`src/rtl/regfile_sb_pkg.sv`:
```
// Shared sizing helpers for the scoreboarded register file.
package regfile_sb_pkg;

   function automatic int unsigned addr_width(input int unsigned nregs);
      return (nregs < 2) ? 1 : $clog2(nregs);
   endfunction

   // Pending counters must hold 0..MAXPEND inclusive
   function automatic int unsigned cnt_width(input int unsigned maxpend);
      return (maxpend < 1) ? 1 : $clog2(maxpend + 1);
   endfunction

endpackage

```
`src/rtl/regfile_sb_if.sv`:
```
// Read, reservation, bypass and writeback bus of the scoreboarded register file.
interface regfile_sb_if
   import regfile_sb_pkg::*;
#(
   parameter int unsigned XLEN    = 32,
   parameter int unsigned NREGS   = 32,
   parameter int unsigned NREAD   = 2,
   parameter int unsigned NBYPASS = 2
);
   localparam int unsigned AW = addr_width(NREGS);

   logic [NREAD*AW-1:0]     rs_address;
   logic [NREAD*XLEN-1:0]   rs_data;
   logic [NREAD-1:0]        rs_ready;
   logic                    issue_valid;
   logic [AW-1:0]           issue_address;
   logic                    issue_ready;
   logic [NBYPASS-1:0]      bypass_valid;
   logic [NBYPASS*AW-1:0]   bypass_address;
   logic [NBYPASS*XLEN-1:0] bypass_data;
   logic                    wb_valid;
   logic [AW-1:0]           wb_address;
   logic [XLEN-1:0]         wb_data;
   logic                    flush;
   logic                    sb_error;

   modport master (
      output rs_address, issue_valid, issue_address,
      output bypass_valid, bypass_address, bypass_data,
      output wb_valid, wb_address, wb_data, flush,
      input  rs_data, rs_ready, issue_ready, sb_error
   );

   modport slave (
      input  rs_address, issue_valid, issue_address,
      input  bypass_valid, bypass_address, bypass_data,
      input  wb_valid, wb_address, wb_data, flush,
      output rs_data, rs_ready, issue_ready, sb_error
   );
endinterface

```
`src/rtl/regfile_read_port.sv`:
```
// One operand read: x0 / bypass / writeback / storage forwarding plus readiness.
module regfile_read_port
   import regfile_sb_pkg::*;
#(
   parameter int unsigned XLEN    = 32,
   parameter int unsigned AW      = 5,
   parameter int unsigned CW      = 2,
   parameter int unsigned NBYPASS = 2
) (
   input  logic [AW-1:0]           address,
   input  logic [XLEN-1:0]         reg_data,
   input  logic [CW-1:0]           pend,
   input  logic [NBYPASS-1:0]      bypass_valid,
   input  logic [NBYPASS*AW-1:0]   bypass_address,
   input  logic [NBYPASS*XLEN-1:0] bypass_data,
   input  logic                    wb_valid,
   input  logic [AW-1:0]           wb_address,
   input  logic [XLEN-1:0]         wb_data,
   output logic [XLEN-1:0]         data,
   output logic                    ready
);
   logic hit;

   // Walk oldest to youngest so the lowest-index bypass has the final say
   always_comb begin
      data = reg_data;
      hit  = 1'b0;
      if (wb_valid && wb_address == address) begin
         data = wb_data;
         hit  = 1'b1;
      end
      for (int i = NBYPASS - 1; i >= 0; i--) begin
         if (bypass_valid[i] && bypass_address[i*AW +: AW] == address) begin
            data = bypass_data[i*XLEN +: XLEN];
            hit  = 1'b1;
         end
      end
      if (address == '0) data = '0;
   end

   assign ready = (address == '0) || (pend == '0) || (pend == CW'(1) && hit);

endmodule

```
`src/rtl/regfile_sb.sv`:
```
// Flop-based register file with per-register pending-write scoreboard and forwarding.
module regfile_sb
   import regfile_sb_pkg::*;
#(
   parameter int unsigned XLEN    = 32,
   parameter int unsigned NREGS   = 32,
   parameter int unsigned NREAD   = 2,
   parameter int unsigned NBYPASS = 2,
   parameter int unsigned MAXPEND = 3
) (
   input  logic         clk,
   input  logic         reset,
   regfile_sb_if.slave  bus
);
   localparam int unsigned AW = addr_width(NREGS);
   localparam int unsigned CW = cnt_width(MAXPEND);

   logic [XLEN-1:0]       regs     [NREGS];
   logic [CW-1:0]         pend     [NREGS];
   logic [CW-1:0]         pend_nxt [NREGS];
   logic                  sb_error_q;
   logic                  issue_ready_c;
   logic                  issue_fire_c;
   logic                  wb_live_c;
   logic                  underflow_c;
   logic [NREAD*XLEN-1:0] rs_data_c;
   logic [NREAD-1:0]      rs_ready_c;

   // A full register can still accept an issue when it retires a write this cycle
   assign issue_ready_c = reset ||
                          !(pend[bus.issue_address] == CW'(MAXPEND) &&
                            !(bus.wb_valid && bus.wb_address == bus.issue_address));
   assign issue_fire_c  = bus.issue_valid && issue_ready_c && (bus.issue_address != '0);
   assign wb_live_c     = bus.wb_valid && (bus.wb_address != '0);
   assign underflow_c   = wb_live_c && (pend[bus.wb_address] == '0) &&
                          !(issue_fire_c && bus.issue_address == bus.wb_address);

   // Pending counter next state; flush wins over issue and writeback
   always_comb begin
      for (int r = 0; r < NREGS; r++) begin
         pend_nxt[r] = pend[r];
         if (bus.flush) begin
            pend_nxt[r] = '0;
         end else if (issue_fire_c && bus.issue_address == AW'(r) &&
                      !(wb_live_c && bus.wb_address == AW'(r))) begin
            pend_nxt[r] = pend[r] + CW'(1);
         end else if (wb_live_c && bus.wb_address == AW'(r) &&
                      !(issue_fire_c && bus.issue_address == AW'(r)) &&
                      pend[r] != '0) begin
            pend_nxt[r] = pend[r] - CW'(1);
         end
      end
   end

   // Storage, counters and sticky error; x0 is never written
   always_ff @(posedge clk or posedge reset) begin
      if (reset) begin
         for (int r = 0; r < NREGS; r++) begin
            regs[r] <= '0;
            pend[r] <= '0;
         end
         sb_error_q <= 1'b0;
      end else begin
         for (int r = 1; r < NREGS; r++) begin
            if (bus.wb_valid && bus.wb_address == AW'(r)) regs[r] <= bus.wb_data;
            pend[r] <= pend_nxt[r];
         end
         if (underflow_c) sb_error_q <= 1'b1;
      end
   end

   for (genvar g = 0; g < NREAD; g++) begin : g_rd
      logic [AW-1:0] addr;
      assign addr = bus.rs_address[g*AW +: AW];

      regfile_read_port #(
         .XLEN    (XLEN),
         .AW      (AW),
         .CW      (CW),
         .NBYPASS (NBYPASS)
      ) u_rd (
         .address        (addr),
         .reg_data       (regs[addr]),
         .pend           (pend[addr]),
         .bypass_valid   (bus.bypass_valid),
         .bypass_address (bus.bypass_address),
         .bypass_data    (bus.bypass_data),
         .wb_valid       (bus.wb_valid),
         .wb_address     (bus.wb_address),
         .wb_data        (bus.wb_data),
         .data           (rs_data_c[g*XLEN +: XLEN]),
         .ready          (rs_ready_c[g])
      );
   end

   assign bus.rs_data     = rs_data_c;
   assign bus.rs_ready    = rs_ready_c;
   assign bus.issue_ready = issue_ready_c;
   assign bus.sb_error    = sb_error_q;

endmodule

```
`src/flat_wrapper.sv`:
```
// flat-port wrapper written by rule: the top's interface ports become plain ports
module regfile_sb_flat import regfile_sb_pkg::*;
#(
   parameter int unsigned XLEN    = 32,
   parameter int unsigned NREGS   = 32,
   parameter int unsigned NREAD   = 2,
   parameter int unsigned NBYPASS = 2,
   parameter int unsigned MAXPEND = 3
)
  (clk, reset, bus_rs_address, bus_issue_valid, bus_issue_address, bus_bypass_valid, bus_bypass_address, bus_bypass_data, bus_wb_valid, bus_wb_address, bus_wb_data, bus_flush, bus_rs_data, bus_rs_ready, bus_issue_ready, bus_sb_error);
  regfile_sb_if #(.XLEN(XLEN), .NREGS(NREGS), .NREAD(NREAD), .NBYPASS(NBYPASS)) bus_i ();
  input  logic clk;
  input  logic reset;
  input wire logic [$bits(bus_i.rs_address)-1:0] bus_rs_address;
  input wire logic [$bits(bus_i.issue_valid)-1:0] bus_issue_valid;
  input wire logic [$bits(bus_i.issue_address)-1:0] bus_issue_address;
  input wire logic [$bits(bus_i.bypass_valid)-1:0] bus_bypass_valid;
  input wire logic [$bits(bus_i.bypass_address)-1:0] bus_bypass_address;
  input wire logic [$bits(bus_i.bypass_data)-1:0] bus_bypass_data;
  input wire logic [$bits(bus_i.wb_valid)-1:0] bus_wb_valid;
  input wire logic [$bits(bus_i.wb_address)-1:0] bus_wb_address;
  input wire logic [$bits(bus_i.wb_data)-1:0] bus_wb_data;
  input wire logic [$bits(bus_i.flush)-1:0] bus_flush;
  output wire logic [$bits(bus_i.rs_data)-1:0] bus_rs_data;
  output wire logic [$bits(bus_i.rs_ready)-1:0] bus_rs_ready;
  output wire logic [$bits(bus_i.issue_ready)-1:0] bus_issue_ready;
  output wire logic [$bits(bus_i.sb_error)-1:0] bus_sb_error;
  assign bus_i.rs_address = bus_rs_address;
  assign bus_i.issue_valid = bus_issue_valid;
  assign bus_i.issue_address = bus_issue_address;
  assign bus_i.bypass_valid = bus_bypass_valid;
  assign bus_i.bypass_address = bus_bypass_address;
  assign bus_i.bypass_data = bus_bypass_data;
  assign bus_i.wb_valid = bus_wb_valid;
  assign bus_i.wb_address = bus_wb_address;
  assign bus_i.wb_data = bus_wb_data;
  assign bus_i.flush = bus_flush;
  assign bus_rs_data = bus_i.rs_data;
  assign bus_rs_ready = bus_i.rs_ready;
  assign bus_issue_ready = bus_i.issue_ready;
  assign bus_sb_error = bus_i.sb_error;
  regfile_sb #(.XLEN(XLEN), .NREGS(NREGS), .NREAD(NREAD), .NBYPASS(NBYPASS), .MAXPEND(MAXPEND)) u_core (.clk(clk), .reset(reset), .bus(bus_i));
endmodule
```
`config.mk`:
```
export PLATFORM = sky130hd
export DESIGN_NAME = regfile_sb_flat
export DESIGN_NICKNAME = d
export VERILOG_FILES = /design/src/rtl/regfile_sb_pkg.sv /design/src/rtl/regfile_sb_if.sv /design/src/rtl/regfile_read_port.sv /design/src/rtl/regfile_sb.sv /design/src/flat_wrapper.sv
export SDC_FILE = /design/constraint.sdc
export NUM_CORES = 2
export LEC_CHECK = 0
export CAP_MARGIN = 10
export CORE_ASPECT_RATIO = 1.2
export CORE_MARGIN = 3
export CORE_UTILIZATION = 55
export DETAILED_ROUTE_END_ITERATION = 16
export PLACE_DENSITY_LB_ADDON = 0.1
export SYNTH_ARGS = -nofsm -noshare
export SYNTH_HDL_FRONTEND = slang
export SYNTH_HIERARCHICAL = 1
export SYNTH_SLANG_ARGS = --single-unit
```
`constraint.sdc`:
```
create_clock -name clk -period 71 [get_ports clk]
set_input_delay 7.1 -clock clk [delete_from_list [all_inputs] [get_ports clk]]
set_output_delay 7.1 -clock clk [all_outputs]
set_load 0.05 [all_outputs]
```
==> results.yml <==
logic_synthesis:
  netlist_area_um2: 61720
  synth-seq-cells: 1055
  async_reset_ff_frac: 1.000
  synth_fp_nets: 4961
  syn_area_per_cell_um2: 12.78
  seq_area_frac_synth: 0.4278
  ys_types: 61
  ys_top_cells_by_area: "dfrtp_1 43%, mux4_2 23%, mux2_2 15%"
  ys_warn_count: 74
  synthesis.instances: 4828
  ys.flop_type: "dfrtp_1"
  synth_edf_count: 0
  yosysTopAreaCellShare: 0.4278
  yosysTopAreaCell: "dfrtp_1"
place:
  port_buffers: 200
  place_congestion: 0.8735
  place_hpwl_um: 113800
  dp.cells: 6149
sta:
  rsz0062_at_grt: "no"
  max_freq_ghz: 0.05255
  setup_violations: 0
  fin_skew_ns: 0.007592
  timing.hold.ws_ns: 0.4916
  setup_tns_ns: 0
  drv_slew: 0
  worst_pin_slew_ns: 1.217
  finalHoldViolations: 0
  finalCritPeriodShare: 0.2680
  period_needed_ns: 19.03
  slew_headroom: 0.1860
floorplanning:
  start_util: 0.5544
  std_cell_rows: 134
  dieArea_um2: 116300
  core_um2: 111300
  io-pin-count: 201
  die_w_um: 311.8
  chipHeight_um: 373.0
hold_path:
  hp-class: "flip-flop to flip-flop"
cts:
  holdBufCountCts: 0
  clk_path_buf_depth: 3
  post-cts-setup-buffers: 0
  clock_latency_ns: 0.74
  cts_inserted_buffers: 111
  cts_tree: "built"
  clk_pin_slew_ns: 0.06
  post_cts_resized: 0
  cts_sinks: 1055
  cts_root_buffer: "clkbuf_16"
  htreeDepth: 3
routing:
  first_pass_iters: 5
  avgRoutedWirePerCell_um: 32.27
  drc: 0
  drt_iter0_markers: 5332
  vias_per_cell: 6.995
  vias: 44440
  wl_um: 205000
  drtAntennaViolNets: 0
global_route:
  grt_max_degree: 173
  grt_pass1_vias: 44740
  grt_pass1_wl_um: 302500
  antenna_found_initial: 2
  grt_usage: 0.3515
  overflow: 0
worst_setup_path:
  start_kind: "input pin"
  arrival_ns: 11.93
  cp-end-kind: "primary output"
  critPathMaxFanout: 101
  worstSetupPathType: "input pin to primary output"
  r2r_slack_ns: 68.08
  cp.required_ns: 63.90
power_and_ir_drop:
  clkPwrFrac: 0.330
  p_sw_frac: 0.2936
  seq_power_share: 0.429
  leakagePower_uw: 0.03002
  total_power_uw: 1845
  ir_worst_vdd_mv: 0.02282
  powerDensity_nw_per_um2: 26.90
  p_comb_frac: 0.241
  p_sw_uw: 541.6
  p_int_uw: 1303
final_layout:
  area_growth_pct: 11.13
  postLayoutCoreUtil: 0.6161
  finalNetCount: 4899
  instances_no_fill: 6352
  drive_gt1_frac: 0.3900
  fillers: 8630
outcome:
  status: "complete, no violations"
flow_run:
  maxCapViolCount: 0
final timing paths:
| path | end | depth (start not counted) | from |
|---|---|---|---|
| min reg2reg | u_core/regs[554] | 2 | u_core/regs[554] |
| max in group asynchronous | u_core/regs[949] | 5 | reset |
| min in group asynchronous | u_core/bus.sb_error | 2 | reset |
| max reg2reg | u_core/pend[29] | 8 | u_core/pend[26] |
| min | u_core/regs[554] | 2 | u_core/regs[554] |
| max | bus_rs_data[29] | 9 | bus_rs_address[0] |
per-stage QoR:
step / instance area (µm²) / setup slack, ns
CTS: 68580 / 51.87
global placement: 64810 / 51.91
detailed placement: 64810 / 51.86
finish: 68590 / 51.97
global route: 68580 / 51.57
floorplan: 61720 / 34.20
worst max-delay path, stage by stage:
cell and delay [ns]:
buf_8 0.51, buf_12 0.74, buf_4 0.76, mux4_2 0.59
mux4_2 0.49, mux2_2 0.28, mux2i_1 0.49, o211ai_2 0.11
clkdlybuf4s50_1 0.74
registers in the layout, summed over array words and instances (netlist names):
register and count:
u_core/bus.sb_error 1, u_core/pend 62, u_core/regs 992
final cells by class:
cell class,count,area [µm²],area share
Tap cell,1496,1872,0.02729
Multi-Input combinational cell,3259,33500,0.4885
Clock buffer,158,3267,0.04763
Inverter,21,86.33,0.001259
Clock inverter,43,503.0,0.007333
Sequential cell,1055,26400,0.3849
Timing Repair Buffer,318,2950,0.04302
Antenna cell,2,5.005,0.00007297
cell families after synthesis:
logic type	share of synthesized area
muxes	0.3868
DFF	0.4278
xor gates and xnor gates	0.007096
and+or+nand+nor	0.09539
AOI/OAI and AO/OA	0.04890
buffers and inverters	0.03406
synthesized netlist by cell type, types with 21 or more instances:
| library cell | instances |
|---|---|
| a211oi_1 | 33 |
| nand2_1 | 994 |
| nor3_1 | 36 |
| nand2b_1 | 25 |
| o21ai_0 | 23 |
| mux2_2 | 806 |
| mux4_2 | 621 |
| xor2_1 | 30 |
| dfrtp_1 | 1055 |
| clkbuf_1 | 385 |
| nand4_1 | 67 |
| nor4_1 | 25 |
| a21oi_1 | 56 |
| nand3_1 | 83 |
| buf_1 | 74 |
| a22o_1 | 72 |
| o211ai_2 | 60 |
| nor2_1 | 59 |
| inv_1 | 21 |
| mux2i_1 | 73 |
cell usage in the layout, fill, tap and decap left out, drive strengths merged, types with 23 or more instances in the layout:
cell type / netlist / routed
clkinv: 0 / 24
a211oi: 36 / 36
mux4: 624 / 624
inv: 21 / 27
buf: 108 / 130
mux2: 806 / 806
o21ai: 23 / 23
nor3: 36 / 36
nand2: 994 / 994
nand2b: 25 / 25
nand3: 83 / 83
nand4: 67 / 67
dfrtp: 1055 / 1055
mux2i: 73 / 73
a22o: 72 / 72
clkdlybuf4s50: 0 / 188
clkbuf: 385 / 158
nor2: 59 / 59
o211ai: 64 / 64
nor4: 39 / 39
a21oi: 61 / 61
xor2: 30 / 30
per-layer routing:
layer  wire length, µm  share of wire  GRT usage  up-vias
li1                  -              -          -    17940
met1             79700           0.39     0.4755    23580
met2             95770           0.47     0.5496     2368
met3             18480          0.090    0.07264      554
met4             11010          0.054     0.1661        0
met5                 0              0          0        -
power by group through the flow:
stage          logic [µW]  registers (µW)  clock network, µW
2_1_floorplan         341             774                  0
3_3_place_gp          435             791                  0
3_5_place_dp          443             798                  0
4_1_cts               445             788                615
5_1_grt               472             804                639
6_report              444             792                608
Power figures use the tool's default switching activity.
